<file path="config.mk">
export PLATFORM = sky130hd
export DESIGN_NAME = pixel_write_arbiter_flat
export DESIGN_NICKNAME = d
export VERILOG_FILES = /design/src/rtl/pixel_write_arbiter_if.sv /design/src/rtl/pixel_write_arbiter.sv /design/src/flat_wrapper.sv
export SDC_FILE = /design/constraint.sdc
export NUM_CORES = 1
export LEC_CHECK = 0
export BUFFER_PORTS_ARGS = -buffer_cell sky130_fd_sc_hd__buf_2
export CORE_ASPECT_RATIO = 1.2
export CORE_MARGIN = 2
export CORE_UTILIZATION = 25
export DETAILED_ROUTE_END_ITERATION = 7
export MAX_ROUTING_LAYER = met4
export PLACE_DENSITY = 0.44
export REMOVE_ABC_BUFFERS = 1
export SLEW_MARGIN = 15
export SYNTH_ARGS = -nofsm -noshare
export SYNTH_HDL_FRONTEND = slang
export SYNTH_SLANG_ARGS = --single-unit
</file>
<file path="constraint.sdc">
create_clock -name clock -period 2.26 [get_ports clock]
set_input_delay 0.339 -clock clock [delete_from_list [all_inputs] [get_ports clock]]
set_output_delay 0.339 -clock clock [all_outputs]
set_load 0.01 [all_outputs]
</file>
<file path="src/rtl/pixel_write_arbiter_if.sv">
// Pixel-write bundle between the two drawing engines, the arbiter and the VGA plot port.
// The master side is the drawing engines plus the adapter hold; the slave side is the arbiter.
interface pixel_write_arbiter_if;
  logic       s0_valid;
  logic       s0_ready;
  logic [7:0] s0_x;
  logic [6:0] s0_y;
  logic [2:0] s0_colour;
  logic       s1_valid;
  logic       s1_ready;
  logic [7:0] s1_x;
  logic [6:0] s1_y;
  logic [2:0] s1_colour;
  logic       hold;
  logic       writeEn;
  logic [7:0] x;
  logic [6:0] y;
  logic [2:0] colour;
  logic       busy;
  logic [7:0] drop_count;

  modport master (
    output s0_valid, s0_x, s0_y, s0_colour,
    output s1_valid, s1_x, s1_y, s1_colour,
    output hold,
    input  s0_ready, s1_ready,
    input  writeEn, x, y, colour, busy, drop_count
  );

  modport slave (
    input  s0_valid, s0_x, s0_y, s0_colour,
    input  s1_valid, s1_x, s1_y, s1_colour,
    input  hold,
    output s0_ready, s1_ready,
    output writeEn, x, y, colour, busy, drop_count
  );
endinterface

</file>
<file path="src/rtl/pixel_write_arbiter.sv">
// Round-robin merge of the board drawer (source 0) and cursor drawer (source 1) into the
// VGA plot port, with off-screen clipping, a small FIFO and one-cycle writeEn pulses.
module pixel_write_arbiter #(
  parameter int DEPTH = 4,
  parameter int X_MAX = 160,
  parameter int Y_MAX = 120
) (
  input logic                clock,
  input logic                reset,
  pixel_write_arbiter_if.slave bus
);

  localparam int AW = $clog2(DEPTH);
  localparam int CW = AW + 1;
  localparam logic [8:0] X_LIM = 9'(X_MAX);
  localparam logic [7:0] Y_LIM = 8'(Y_MAX);

  typedef struct packed {
    logic [7:0] x;
    logic [6:0] y;
    logic [2:0] colour;
  } pixel_t;

  pixel_t          mem [DEPTH];
  logic [AW-1:0]   wr_ptr;
  logic [AW-1:0]   rd_ptr;
  logic [CW-1:0]   count;
  logic            prio;
  logic            write_en;
  pixel_t          out_px;
  logic [7:0]      drops;

  logic            space;
  logic            grant0;
  logic            grant1;
  logic            xfer;
  logic            in_range;
  logic            push;
  logic            pop;
  pixel_t          incoming;

  // Space looks only at the registered count, so a pop in the same cycle never frees a slot early.
  always_comb begin
    space    = count < CW'(DEPTH);
    grant0   = ~reset & space & bus.s0_valid & (~prio | ~bus.s1_valid);
    grant1   = ~reset & space & bus.s1_valid & ( prio | ~bus.s0_valid);
    xfer     = grant0 | grant1;
    incoming = grant1 ? {bus.s1_x, bus.s1_y, bus.s1_colour}
                      : {bus.s0_x, bus.s0_y, bus.s0_colour};
    in_range = ({1'b0, incoming.x} < X_LIM) && ({1'b0, incoming.y} < Y_LIM);
    push     = xfer & in_range;
    pop      = ~bus.hold & (count != '0);
  end

  // Storage is not reset; only the pointers and count define what is valid.
  always_ff @(posedge clock) begin
    if (push) begin
      mem[wr_ptr] <= incoming;
    end
  end

  always_ff @(posedge clock) begin
    if (reset) begin
      wr_ptr   <= '0;
      rd_ptr   <= '0;
      count    <= '0;
      prio     <= 1'b0;
      write_en <= 1'b0;
      out_px   <= '0;
      drops    <= '0;
    end else begin
      if (push) begin
        wr_ptr <= wr_ptr + AW'(1);
      end

      if (pop) begin
        write_en <= 1'b1;
        out_px   <= mem[rd_ptr];
        rd_ptr   <= rd_ptr + AW'(1);
      end else begin
        write_en <= 1'b0;
      end

      case ({push, pop})
        2'b10:   count <= count + CW'(1);
        2'b01:   count <= count - CW'(1);
        default: count <= count;
      endcase

      // Priority passes to the other source after any handshake, clipped or not.
      if (xfer) begin
        prio <= grant0;
      end

      if (xfer && !in_range && drops != 8'hFF) begin
        drops <= drops + 8'd1;
      end
    end
  end

  assign bus.s0_ready   = grant0;
  assign bus.s1_ready   = grant1;
  assign bus.writeEn    = write_en;
  assign bus.x          = out_px.x;
  assign bus.y          = out_px.y;
  assign bus.colour     = out_px.colour;
  assign bus.busy       = (count != '0) | write_en;
  assign bus.drop_count = drops;

endmodule

</file>
<file path="src/flat_wrapper.sv">
// flat-port wrapper written by rule: the top's interface ports become plain ports
module pixel_write_arbiter_flat 
#(
  parameter int DEPTH = 4,
  parameter int X_MAX = 160,
  parameter int Y_MAX = 120
)
  (clock, reset, bus_s0_valid, bus_s0_x, bus_s0_y, bus_s0_colour, bus_s1_valid, bus_s1_x, bus_s1_y, bus_s1_colour, bus_hold, bus_s0_ready, bus_s1_ready, bus_writeEn, bus_x, bus_y, bus_colour, bus_busy, bus_drop_count);
  pixel_write_arbiter_if bus_i ();
  input logic clock;
  input logic reset;
  input wire logic [$bits(bus_i.s0_valid)-1:0] bus_s0_valid;
  input wire logic [$bits(bus_i.s0_x)-1:0] bus_s0_x;
  input wire logic [$bits(bus_i.s0_y)-1:0] bus_s0_y;
  input wire logic [$bits(bus_i.s0_colour)-1:0] bus_s0_colour;
  input wire logic [$bits(bus_i.s1_valid)-1:0] bus_s1_valid;
  input wire logic [$bits(bus_i.s1_x)-1:0] bus_s1_x;
  input wire logic [$bits(bus_i.s1_y)-1:0] bus_s1_y;
  input wire logic [$bits(bus_i.s1_colour)-1:0] bus_s1_colour;
  input wire logic [$bits(bus_i.hold)-1:0] bus_hold;
  output wire logic [$bits(bus_i.s0_ready)-1:0] bus_s0_ready;
  output wire logic [$bits(bus_i.s1_ready)-1:0] bus_s1_ready;
  output wire logic [$bits(bus_i.writeEn)-1:0] bus_writeEn;
  output wire logic [$bits(bus_i.x)-1:0] bus_x;
  output wire logic [$bits(bus_i.y)-1:0] bus_y;
  output wire logic [$bits(bus_i.colour)-1:0] bus_colour;
  output wire logic [$bits(bus_i.busy)-1:0] bus_busy;
  output wire logic [$bits(bus_i.drop_count)-1:0] bus_drop_count;
  assign bus_i.s0_valid = bus_s0_valid;
  assign bus_i.s0_x = bus_s0_x;
  assign bus_i.s0_y = bus_s0_y;
  assign bus_i.s0_colour = bus_s0_colour;
  assign bus_i.s1_valid = bus_s1_valid;
  assign bus_i.s1_x = bus_s1_x;
  assign bus_i.s1_y = bus_s1_y;
  assign bus_i.s1_colour = bus_s1_colour;
  assign bus_i.hold = bus_hold;
  assign bus_s0_ready = bus_i.s0_ready;
  assign bus_s1_ready = bus_i.s1_ready;
  assign bus_writeEn = bus_i.writeEn;
  assign bus_x = bus_i.x;
  assign bus_y = bus_i.y;
  assign bus_colour = bus_i.colour;
  assign bus_busy = bus_i.busy;
  assign bus_drop_count = bus_i.drop_count;
  pixel_write_arbiter #(.DEPTH(DEPTH), .X_MAX(X_MAX), .Y_MAX(Y_MAX)) u_core (.clock(clock), .reset(reset), .bus(bus_i));
endmodule
</file>
After elaboration in Yosys (flattened, before gate mapping)
Memory sizes are Yosys's and may differ from the RTL's. A register that Yosys moved wholly into a read port is not among the register bits. Cells that the tools add are included.

Add/sub/neg operators: 5. Magnitude comparators: 3. Eq/ne operators: 3. Multiplexer cells: 5. Bitwise operators: 16. Reductions and logical operators: 6.

Operator list (number): $mux 18 (1); $add 8x1->8 const B (1); $lt 8x8->1 const B (1); $ne 8x8->1 const B (1); $and 1x1->1 (7); $lt 7x7->1 const B (1); $pmux 3 s2 (1); $not 1->1 (5); $add 2x1->2 const B (2); $or 1x1->1 (4); $add 3x1->3 const B (1); $logic_and 1x1->1 (3); $lt 3x3->1 const B (1); $mux 1 (3); $reduce_bool 3->1 (1); $sub 3x1->3 const B (1); $eq 2x1->1 const B (1); $eq 2x2->1 const B (1); $reduce_bool 2->1 (1); $logic_not 1->1 (1).

Flip-flop bits (word level): 17. Bits in writable memories: 72. Output and inout bits: 30. Memories: 1.

Memory list: u_core.mem (words 4, width 18, read ports 1, clocked after Yosys merged registers in 1, write ports 1, RTL line pixel_write_arbiter.sv:24) `pixel_t mem [DEPTH];`.

Longest topological paths before layout
Gate-level depths: netlist (run 1).

Depth in word-level cells: 10. Gate-level depth with buffers: 11.

Least setup slack after synthesis (run 1)
No wires, ideal clock.

Kind: input port to flip-flop. Start: input reset. End: register u_core.count[2]. Arrival time: 2.303 ns. Data required time: 2.190 ns. Path slack: -0.114 ns. Stages on the path: 11. Cells stage by stage: nor2_1 a311o_1 o21ai_0 and2_1 inv_1 ha_1 inv_1 fa_1 xor2_1 or3_1 a21oi_1.

Word-level cells in the longest chain between the ends: 10.

Ends and longest elaborated chain: start: declaration (RTL line flat_wrapper.sv:11) `input logic reset;`; $not 1->1 (RTL line pixel_write_arbiter.sv:45, pixel_write_arbiter.sv:46); $and 1x1->1 (RTL line pixel_write_arbiter.sv:45, pixel_write_arbiter.sv:46); $and 1x1->1 (2 in a row) (RTL line pixel_write_arbiter.sv:46) `grant1 = ~reset & space & bus.s1_valid & ( prio | ~bus.s0_valid);`; $mux 18 (RTL line pixel_write_arbiter.sv:48) `incoming = grant1 ? {bus.s1_x, bus.s1_y, bus.s1_colour}`; $lt 8x8->1 or $lt 7x7->1 (tied branches) (RTL line pixel_write_arbiter.sv:50) `in_range = ({1'b0, incoming.x} < X_LIM) && ({1'b0, incoming.y} < Y_LIM);`; $logic_and 1x1->1 (RTL line pixel_write_arbiter.sv:50); $and 1x1->1 (RTL line pixel_write_arbiter.sv:51) `push = xfer & in_range;`; $eq 2x1->1 or $eq 2x2->1 (tied branches) (RTL line pixel_write_arbiter.sv:84) `case ({push, pop})`; $pmux 3 s2 or $reduce_bool 2->1 (tied branches); end signal: assignment (RTL line pixel_write_arbiter.sv:85) `2'b10: count <= count + CW'(1);`; end signal: assignment (RTL line pixel_write_arbiter.sv:86) `2'b01: count <= count - CW'(1);`; end signal: assignment (RTL line pixel_write_arbiter.sv:87) `default: count <= count;`; end: declaration (RTL line pixel_write_arbiter.sv:27) `logic [CW-1:0] count;`.

Several ways; a longest one is shown, not always the timed one. A chain may end at the register's enable or synchronous reset.

Worst setup path after layout (run 1)
Start: register u_core.count[2]. End: register u_core.count[2].

Word-level cells in the longest chain between the ends: 10.

Ends and longest elaborated chain: $lt 3x3->1 (RTL line pixel_write_arbiter.sv:44) `space = count < CW'(DEPTH);`; $and 1x1->1 (RTL line pixel_write_arbiter.sv:45, pixel_write_arbiter.sv:46); $and 1x1->1 (2 in a row) (RTL line pixel_write_arbiter.sv:46); $mux 18 (RTL line pixel_write_arbiter.sv:48); $lt 8x8->1 or $lt 7x7->1 (tied branches) (RTL line pixel_write_arbiter.sv:50); $logic_and 1x1->1 (RTL line pixel_write_arbiter.sv:50); $and 1x1->1 (RTL line pixel_write_arbiter.sv:51); $eq 2x1->1 or $eq 2x2->1 (tied branches) (RTL line pixel_write_arbiter.sv:84); $pmux 3 s2 or $reduce_bool 2->1 (tied branches).

Several ways; a longest one is shown, not always the timed one.

==> out/qor.yml, run 1 <==
grt_pass1_vias: 2864
hold_viol_final: 0
multiInputGateArea_sq_mm: 0.001415
reg2regPathDepth: 11
core_area_sq_mm: 0.01698
grt_use_total_pct: 11.30
slew_headroom_pct: 67.33
wl_per_cell_microns: 15.48
h-tree-depth: 3
switching_share_pct: 28.91
netlist_instances: 327
crit_family: "simple AND/OR/NAND/NOR gates"
netlist_top_cells_area: "edfxtp_1 (50%), dfxtp_1 (16%), mux4_2 (9.3%)"
io_pins: 71
period_needed_ns: 2.164
clock_latency_ns: 0.35
status: "finished, final reports clean"
synth-main-ff-cell: "edfxtp_1"
worstPathArrival_ns: 2.45
pwr-share-seq_pct: 46.4
maxSlewViolCount: 0
fp.dieW_microns: 124.5
synth_cell_type_count: 40
grt_max_degree: 32
min_from: "bus_s1_x[4]"
pwr-share-clk_pct: 28.3
p_leak_nw: 2.053
cts_made_buffers: 9
first_iter_violations: 151
ant_nets: 0
nets: 470
cts-root-buf: "clkbuf_16"
diodes: 0
vias: 2814
total_power_w: 0.005181
register_area_sq_mm: 0.002865
power_density_mw_per_mm2: 943.1
endpoint_kind: "register"
synth-edff-count: 72
synth_area_sq_mm: 0.004355
drtPass1Iterations: 4
holdWs_ns: 0.3330
ir_drop_uv: 416.4
hold_depth: 3
synth_commonest_cells: "nand2_1 (77), edfxtp_1 (72), dfxtp_1 (35)"
synth_area_leader_cell: "edfxtp_1"
switching_power_w: 0.001498
antenna_found_initial: 0
worst-path-buf-inv: 2
yosysMostFrequentCell: "nand2_1"
skew_ns: 0.006844
drive_gt1_share_pct: 35.60
synth_top_area_share_pct: 49.64
cap_viol_max_count: 0
clk_pin_slew_ns: 0.07
ys_ff_latch: 107
routed_wl_microns: 9956
grt_pass1_wl_microns: 15410
max_stage_delay_ns: 0.34
row_count: 52
gp_congestion: 0.7710
setup.worst_path.class: "register to register"
worst_setup_path_start_kind: "register"
syn_avg_cell_area_sq_um: 13.32
fin_crit_sh_pct: 95.75
slowest_stage: "dfxtp_2"
max_freq_mhz: 462.1
die_area_sq_mm: 0.01850
min_to: "u_core.mem[3][14]"
nFillCells: 1698
critPathMostFrequentCell: "inv_1"
clkSinkCount: 107
crit_required_ns: 2.54
crit_chain: "nor2_4, a311o_1, o21ai_2, and2_4, inv_1, ha_2, inv_1, fa_2, xor2_1, or3_1, a21oi_2"
chipHeight_microns: 148.6
cts_tree: "yes"
async_flop_share_pct: 0
rsz0062_at_grt: "yes"
regToRegSetupSlack_ns: 0.1
rr_endpoint: "u_core.count[2]"
hold_class: "input pin to register"
fin_util_pct: 32.35
hpwlAfterDp_microns: 6556
clock_path_buffers: 2
tightest_slew_ns: 0.4895
grt-ovfl-total: 0
cp_max_fo: 3
portBuffers: 70
r2r-start: "u_core.count[2]"
p_int_w: 0.003683
initial_core_util_pct: 25.65
combPwrFrac_pct: 25.3
ys_warn_count: 0
seq_area_frac_synth_pct: 65.73
vias_per_cell: 4.376
setup_viol: 0
drc: 0
syn2layout_area_growth_pct: 26.14
-- routing by layer --
layer / up-vias / global-route usage [%] / part of all wire [%]
met5: - / - / 0
met4: 0 / 5.056 / 1.8
met3: 9 / 2.122 / 3.6
met2: 58 / 19.29 / 51
met1: 1365 / 13.02 / 43
li1: 1382 / - / -
-- flip-flops by register name, summed over array words and instances (netlist names) --
register,cells
u_core.mem,72
u_core.bus.colour,3
u_core.count,3
u_core.wr_ptr,2
u_core.bus.x,8
u_core.bus.drop_count,8
u_core.rd_ptr,2
u_core.bus.y,7
u_core.bus.writeEn,1
u_core.prio,1
-- timing repair --
action	CTS	global route
pin swaps	2	4
endpoints found under the setup margin	1	3
buffers inserted	2	4
gates cloned	0	0
gates resized for setup	7	6
hold buffers	0	0
-- cells in the final DEF (no fill, tap or decap), types with 2 or more instances in the layout --
master	n
or3_1	2
clkbuf_16	9
edfxtp_1	72
mux2_2	7
dfxtp_1	33
mux4_2	18
buf_4	23
nand3_1	6
and4_1	2
nor2_1	13
clkinvlp_4	4
o21a_1	2
ha_1	5
dfxtp_2	2
inv_1	9
o21ai_0	5
xor2_1	4
mux2i_1	2
nand4_1	2
nand2_1	77
buf_2	70
a31o_2	2
and3_1	5
a21oi_1	21
buf_12	5
-- kinds of logic after synthesis --
| kind of cell | after synthesis | share of synthesized area, % |
|---|---|---|
| xor+xnor | 5 | 1.005 |
| flops | 107 | 65.73 |
| simple gates | 116 | 11.38 |
| mux | 27 | 11.58 |
| buf+inv | 25 | 2.471 |
| compound gates | 40 | 5.660 |
| fa+ha+maj | 7 | 2.183 |
-- tightest hold or removal path, delay by kind of cell --
| kind | cells | cell delay [ns] |
|---|---|---|
| simple gates | 2 | 0.14 |
| buf+inv | 1 | 0.07 |
-- power by group through the flow --
stage                     combinational (W)  clock (W)  sequential (W)
after floorplan                    0.000656          0         0.00254
after global placement              0.00129          0         0.00244
after detailed placement            0.00131          0         0.00245
after CTS                           0.00132    0.00150         0.00241
after global routing                0.00147    0.00156         0.00243
final                               0.00131    0.00147         0.00240
-- area by class of cell --
type,count,area share [%]
Clock inverter,6,0.7743
Inverter,10,0.6832
Clock buffer,10,4.168
Timing Repair Buffer,99,11.55
Sequential cell,107,52.15
Multi-Input combinational cell,195,25.76
Tap cell,216,4.919
-- worst max-delay path by stage --
stage / startpoint / endpoint / cells past startpoint
5_1_grt: u_core.count[2] / u_core.count[2] / 11
2_1_floorplan: u_core.count[2] / u_core.count[2] / 11
4_1_cts: u_core.prio / u_core.count[2] / 11
6_report: u_core.count[2] / u_core.count[2] / 11
3_3_place_gp: reset / u_core.count[2] / 12
3_5_place_dp: reset / u_core.count[2] / 12
-- metrics by stage --
stage	instance area, sq um	TNS [ns]	setup slack (ns)	std cells
5_1_grt	5494	-0.001167	-0.001167	643
2_1_floorplan	4285	-14.39	-0.5131	312
4_1_cts	5440	0	0.02106	639
3_3_place_gp	5141	-0.1781	-0.1781	621
6_report	5494	0	0.09612	643
3_5_place_dp	5141	-0.2347	-0.2347	621
(Power assumes the default switching activity.)
==> inputs of run 2 (changes only) <==
--- a/config.mk
+++ b/config.mk
@@ -6,12 +6,14 @@
 export NUM_CORES = 1
 export LEC_CHECK = 0
 export BUFFER_PORTS_ARGS = -buffer_cell sky130_fd_sc_hd__buf_2
+export CAP_MARGIN = 10
 export CORE_ASPECT_RATIO = 1.2
 export CORE_MARGIN = 2
 export CORE_UTILIZATION = 25
 export DETAILED_ROUTE_END_ITERATION = 7
 export MAX_ROUTING_LAYER = met4
 export PLACE_DENSITY = 0.44
+export RECOVER_POWER = 50
 export REMOVE_ABC_BUFFERS = 1
 export SLEW_MARGIN = 15
 export SYNTH_ARGS = -nofsm -noshare
==> out/qor.yml, run 2 (synthesis gave the netlist of run 1 again) <==
crit_required_ns: 2.54  # about the same
diodes: 0  # unchanged
slew_headroom_pct: 67.52  # +0.19 points
grt_use_total_pct: 11.30  # unchanged
layout_commonest_cell: "nand2_1"
hold_viol_final: 0  # unchanged
wl_per_cell_microns: 15.52  # +0.25%
die_area_sq_mm: 0.01850  # unchanged
holdWs_ns: 0.3384  # +0.005426 ns
hpwlAfterDp_microns: 6556  # unchanged
regMostFlops: "u_core.mem"
ant_nets: 0  # unchanged
grt_pass1_vias: 2864  # unchanged
period_needed_ns: 2.164  # +0.0001150 ns
placed_area_sq_mm: 0.005141  # unchanged
p_leak_nw: 1.955  # -4.8%
clk_pin_slew_ns: 0.07  # about the same
cts_made_buffers: 9  # unchanged
rsz0062_at_grt: "yes"
grt_pass1_wl_microns: 15410  # unchanged
tightest_slew_ns: 0.4866  # -0.002895 ns
power_density_mw_per_mm2: 944.5  # +0.15%
hold_class: "input pin to register"
syn2layout_area_growth_pct: 25.48
worstPathArrival_ns: 2.45  # about the same
largest_reg_flops: 72  # unchanged
skew_ns: 0.006650  # -0.0001937 ns
cts-root-buf: "clkbuf_16"
first_iter_violations: 146  # -3.3%
clock_latency_ns: 0.35  # about the same
maxSlewViolCount: 0  # unchanged
max_freq_mhz: 462.1  # about the same
initial_core_util_pct: 25.65  # unchanged
gp_congestion: 0.7710  # unchanged
core_area_sq_mm: 0.01698  # unchanged
endpoint_kind: "register"
cts_tree: "yes"
clkSinkCount: 107  # unchanged
total_power_w: 0.005162  # -0.37%
fin_crit_sh_pct: 95.75  # about the same
nets: 470  # unchanged
drive_gt1_share_pct: 30.21  # -5.4 points
vias_per_cell: 4.392  # +0.36%
stdcell_area_sq_mm: 0.005465  # -0.52%
portBuffers: 70  # unchanged
cp_max_fo: 3  # unchanged
fp.dieW_microns: 124.5  # unchanged
ir_drop_uv: 416.9  # +0.12%
clock_path_buffers: 2  # unchanged
routed_wl_microns: 9981  # +0.25%
vias: 2824  # +0.36%
h-tree-depth: 3  # unchanged
worst_setup_path_start_kind: "register"
drc: 0  # unchanged
grt_max_degree: 32  # unchanged
status: "finished, final reports clean"
drtPass1Iterations: 4  # unchanged
final_cell_mix: "nand2_1 (77), edfxtp_1 (72), buf_2 (47), dfxtp_1 (33), clkbuf_1 (24)"
grt-ovfl-total: 0  # unchanged
row_count: 52  # unchanged
chipHeight_microns: 148.6  # unchanged
cap_viol_max_count: 0  # unchanged
setup_viol: 0  # unchanged
io_pins: 71  # unchanged
setup.worst_path.class: "register to register"
antenna_found_initial: 0  # unchanged
## run 2: final timing paths
check                        from  slack [ns]                   end  depth (start not counted)
max               u_core.count[2]         0.1       u_core.count[2]                         11
min reg2reg  u_core.bus.colour[2]        0.45  u_core.bus.colour[2]                          2
min                   bus_s1_x[0]        0.34     u_core.mem[2][10]                          3
max reg2reg       u_core.count[2]         0.1       u_core.count[2]                         11
## run 2: cell type report
class	instances	area, sq um
Fill cell	1710	11520
Sequential cell	107	2865
Inverter	10	37.54
Clock inverter	6	42.54
Timing Repair Buffer	99	605.6
Tap cell	216	270.3
Multi-Input combinational cell	195	1415
Clock buffer	10	229.0
## run 2: report_power, final
part | switching [W] | total (W) | leakage [nW] | internal [W]
Sequential | 0.0000905 | 0.00241 | 0.939 | 0.00232
Clock | 0.000719 | 0.00147 | 0.118 | 0.000746
Combinational | 0.000691 | 0.00129 | 0.898 | 0.000600
## run 2: per-stage QoR
step	utilization [%]	instances	TNS, ns	setup WS [ns]
2_1_floorplan	-	312	-14.39	-0.5131
3_3_place_gp	30.28	621	-0.1781	-0.1781
3_5_place_dp	30.28	621	-0.2347	-0.2347
4_1_cts	32.04	639	0	0.02106
5_1_grt	32.18	643	-0.001167	-0.001167
6_report	32.18	643	0	0.09601
## run 2: routing by layer
layer | global-route usage (%) | part of all wire, %
met1 | 13.02 | 43
met2 | 19.29 | 51
met3 | 2.122 | 3.6
met4 | 5.056 | 1.8
met5 | - | 0
## run 2: timing repair
action,CTS,global route
hold buffers,0,0
pin swaps,2,4
setup buffers,2,4
resized for setup,7,6
gates cloned,0,0
setup endpoints to repair,1,3
## run 2: critical path, cell delays in order, from the launching register on
cell	delay, ns
dfxtp_2	0.34
nor2_4	0.12
a311o_1	0.21
o21ai_2	0.08
and2_4	0.16
inv_1	0.05
ha_2	0.16
inv_1	0.05
fa_2	0.33
xor2_1	0.15
or3_1	0.32
a21oi_2	0.12
==> inputs of run 3 (changes only) <==
--- a/config.mk
+++ b/config.mk
@@ -11,6 +11,7 @@
 export CORE_MARGIN = 2
 export CORE_UTILIZATION = 25
 export DETAILED_ROUTE_END_ITERATION = 7
+export GPL_TIMING_DRIVEN = 0
 export MAX_ROUTING_LAYER = met4
 export PLACE_DENSITY = 0.44
 export RECOVER_POWER = 50
==> out/qor.yml, run 3 (synthesis gave the netlist of run 1 again) <==
antenna_found_initial: 0  # unchanged
cts_tree: "yes"
die_area_sq_mm: 0.01850  # unchanged
met3_wirelength_microns: 439  # +22%
routed.top_layer: "met4"
chipHeight_microns: 148.6  # unchanged
endpoint_kind: "register"
initial_core_util_pct: 25.65  # unchanged
grt-ovfl-total: 0  # unchanged
ant_nets: 0  # unchanged
regMostFlops: "u_core.mem"
grt_use_total_pct: 11.98  # +0.67 points
register_area_sq_mm: 0.002868  # about the same
drc: 0  # unchanged
hold_class: "input pin to register"
setup_viol: 0  # unchanged
clock_path_buffers: 2  # unchanged
clkSinkCount: 107  # unchanged
endpoint: "u_core.count[2]"
hpwlAfterDp_microns: 6119  # -6.7%
worst_setup_path_start_kind: "register"
final_cell_mix: "nand2_1 (77), edfxtp_1 (72), buf_2 (41), dfxtp_1 (33), clkbuf_1 (32)"
cts-root-buf: "clkbuf_16"
ir_drop_uv: 371.0  # -11%
fp.dieW_microns: 124.5  # unchanged
first_iter_violations: 143  # -2.1%
core_area_sq_mm: 0.01698  # unchanged
maxSlewViolCount: 0  # unchanged
hold_viol_final: 0  # unchanged
grt_pass1_wl_microns: 15970  # +3.6%
r2r-start: "u_core.prio"
p_leak_nw: 1.877  # -4.0%
power_density_mw_per_mm2: 988.7  # +4.7%
row_count: 52  # unchanged
clk_pin_slew_ns: 0.07  # about the same
skew_ns: 0.008213  # +0.001563 ns
vias: 2826  # +0.071%
drtPass1Iterations: 4  # unchanged
syn2layout_area_growth_pct: 24.65
crit_chain: "nand2b_4, a311o_1, o21ai_4, and2_4, inv_2, ha_4, inv_2, fa_2, xor2_1, or3_1, a21oi_1"
rr_endpoint: "u_core.count[2]"
cap_viol_max_count: 0  # unchanged
holdWs_ns: 0.3263  # -0.01209 ns
status: "finished, final reports clean"
fin_util_pct: 31.97  # -0.21 points
max_stage_delay_ns: 0.34  # about the same
startpoint: "u_core.prio"
vias_per_cell: 4.457  # +1.5%
period_needed_ns: 2.197  # +0.03326 ns
critPathMostFrequentCell: "inv_2"
grt_max_degree: 34  # +6.3%
nFillCells: 1704  # -0.35%
slowest_stage: "dfxtp_1"
clock_latency_ns: 0.35  # about the same
fin_crit_sh_pct: 97.22  # +1.5 points
cp_max_fo: 3  # unchanged
portBuffers: 70  # unchanged
gp_congestion: 0.7393  # -4.1%
hold_buffers: 0  # unchanged
max_freq_mhz: 455.1  # -1.5%
wl_per_cell_microns: 16.72  # +7.7%
regToRegSetupSlack_ns: 0.06  # -0.03 ns
largest_reg_flops: 72  # unchanged
h-tree-depth: 3  # unchanged
worst-path-stages: 11  # unchanged
crit_family: "simple AND/OR/NAND/NOR gates"
slew_headroom_pct: 33.30  # -34 points
diodes: 0  # unchanged
min_from: "reset"
io_pins: 71  # unchanged
nets: 461  # -1.9%
routed_wl_microns: 10600  # +6.2%
layout_commonest_cell: "nand2_1"
multiInputGateArea_sq_mm: 0.001474  # +4.2%
crit_required_ns: 2.54  # about the same
worst-path-buf-inv: 2  # unchanged
cts_made_buffers: 9  # unchanged
setup.worst_path.class: "register to register"
worstPathArrival_ns: 2.47  # +0.02 ns
rsz0062_at_grt: "no"
wl_met2_microns: 5274  # +3.4%
wl_met1_microns: 4705  # +8.4%
reg2regPathDepth: 11  # unchanged
grt_pass1_vias: 2834  # -1.0%
drive_gt1_share_pct: 27.03  # -3.2 points
tightest_slew_ns: 0.9991  # +0.5125 ns
run 3: changes by cell type in the layout (fill, tap and decap cells not counted), moves of 2 or more:
cell      before  now
and3_1         5    1
and3_2         0    4
buf_12         5    1
buf_2         47   41
buf_4         23   11
clkbuf_1      24   32
clkbuf_4       0    2
clkbuf_8       0    3
inv_1          9    6
mux2_1         0    7
mux2_2         7    0
run 3: how the worst min path moves through the flow:
| stage | slack (ns) | cells after the start | end |
|---|---|---|---|
| after floorplan | 0.41 | 1 | u_core.bus.colour[0] |
| after global placement | 0.44 | 2 | u_core.bus.colour[2] |
| after detailed placement | 0.44 | 2 | u_core.bus.y[6] |
| after CTS | 0.33 | 3 | u_core.mem[1][10] |
| after global routing | 0.34 | 3 | u_core.mem[1][10] |
| final | 0.33 | 2 | u_core.bus.drop_count[0] |
run 3: report_power, final:
group / internal (W) / switching (W)
Sequential: 0.00232 / 0.000195
Clock: 0.000953 / 0.000686
Combinational: 0.000565 / 0.000649
Total: 0.00384 / 0.00153
run 3: layout make-up:
| cell class | count | share of cell area [%] |
|---|---|---|
| inverter | 10 | 0.8297 |
| multi-input combinational | 197 | 27.15 |
| clock buffer | 13 | 4.978 |
| timing repair inverter | 1 | 0.09219 |
| timing repair buffer | 87 | 8.297 |
| sequential | 107 | 52.82 |
| clock inverter | 3 | 0.8527 |
| tap | 216 | 4.978 |
run 3: worst reg2reg max path, delay by kind of cell, from the launching register on:
kind / cells / cell delay, ns
AOI/OAI and AO/OA: 3 / 0.47
xor gates and xnor gates: 1 / 0.15
adders and majority gates: 2 / 0.45
buffers and inverters: 2 / 0.10
DFF: 1 / 0.34
and+or+nand+nor: 3 / 0.61
run 3: metal layers:
metal,global-route usage [%],up-vias
met5,-,-
met4,4.888,0
met3,2.014,11
met2,19.89,72
met1,14.59,1376
li1,-,1367
run 3: timing repair:
action | in CTS | in global routing
setup buffers | 7 | 10
cloned | 3 | 0
endpoints found under the setup margin | 133 | 10
pin swaps | 6 | 3
gates resized for setup | 24 | 5
run 3: through the flow:
step                      setup WS [ns]  area [sq um]  std cells  setup TNS, ns  total power (W)
final                           0.06275          5429        634              0         0.005368
after global routing           0.004221          5429        634              0         0.005676
after CTS                       0.02021          5383        624              0         0.005429
after detailed placement         -1.507          4912        598        -145.48         0.003623
after global placement           -2.012          4906        598        -219.91         0.003590
after floorplan                 -0.5131          4285        312         -14.39         0.003198
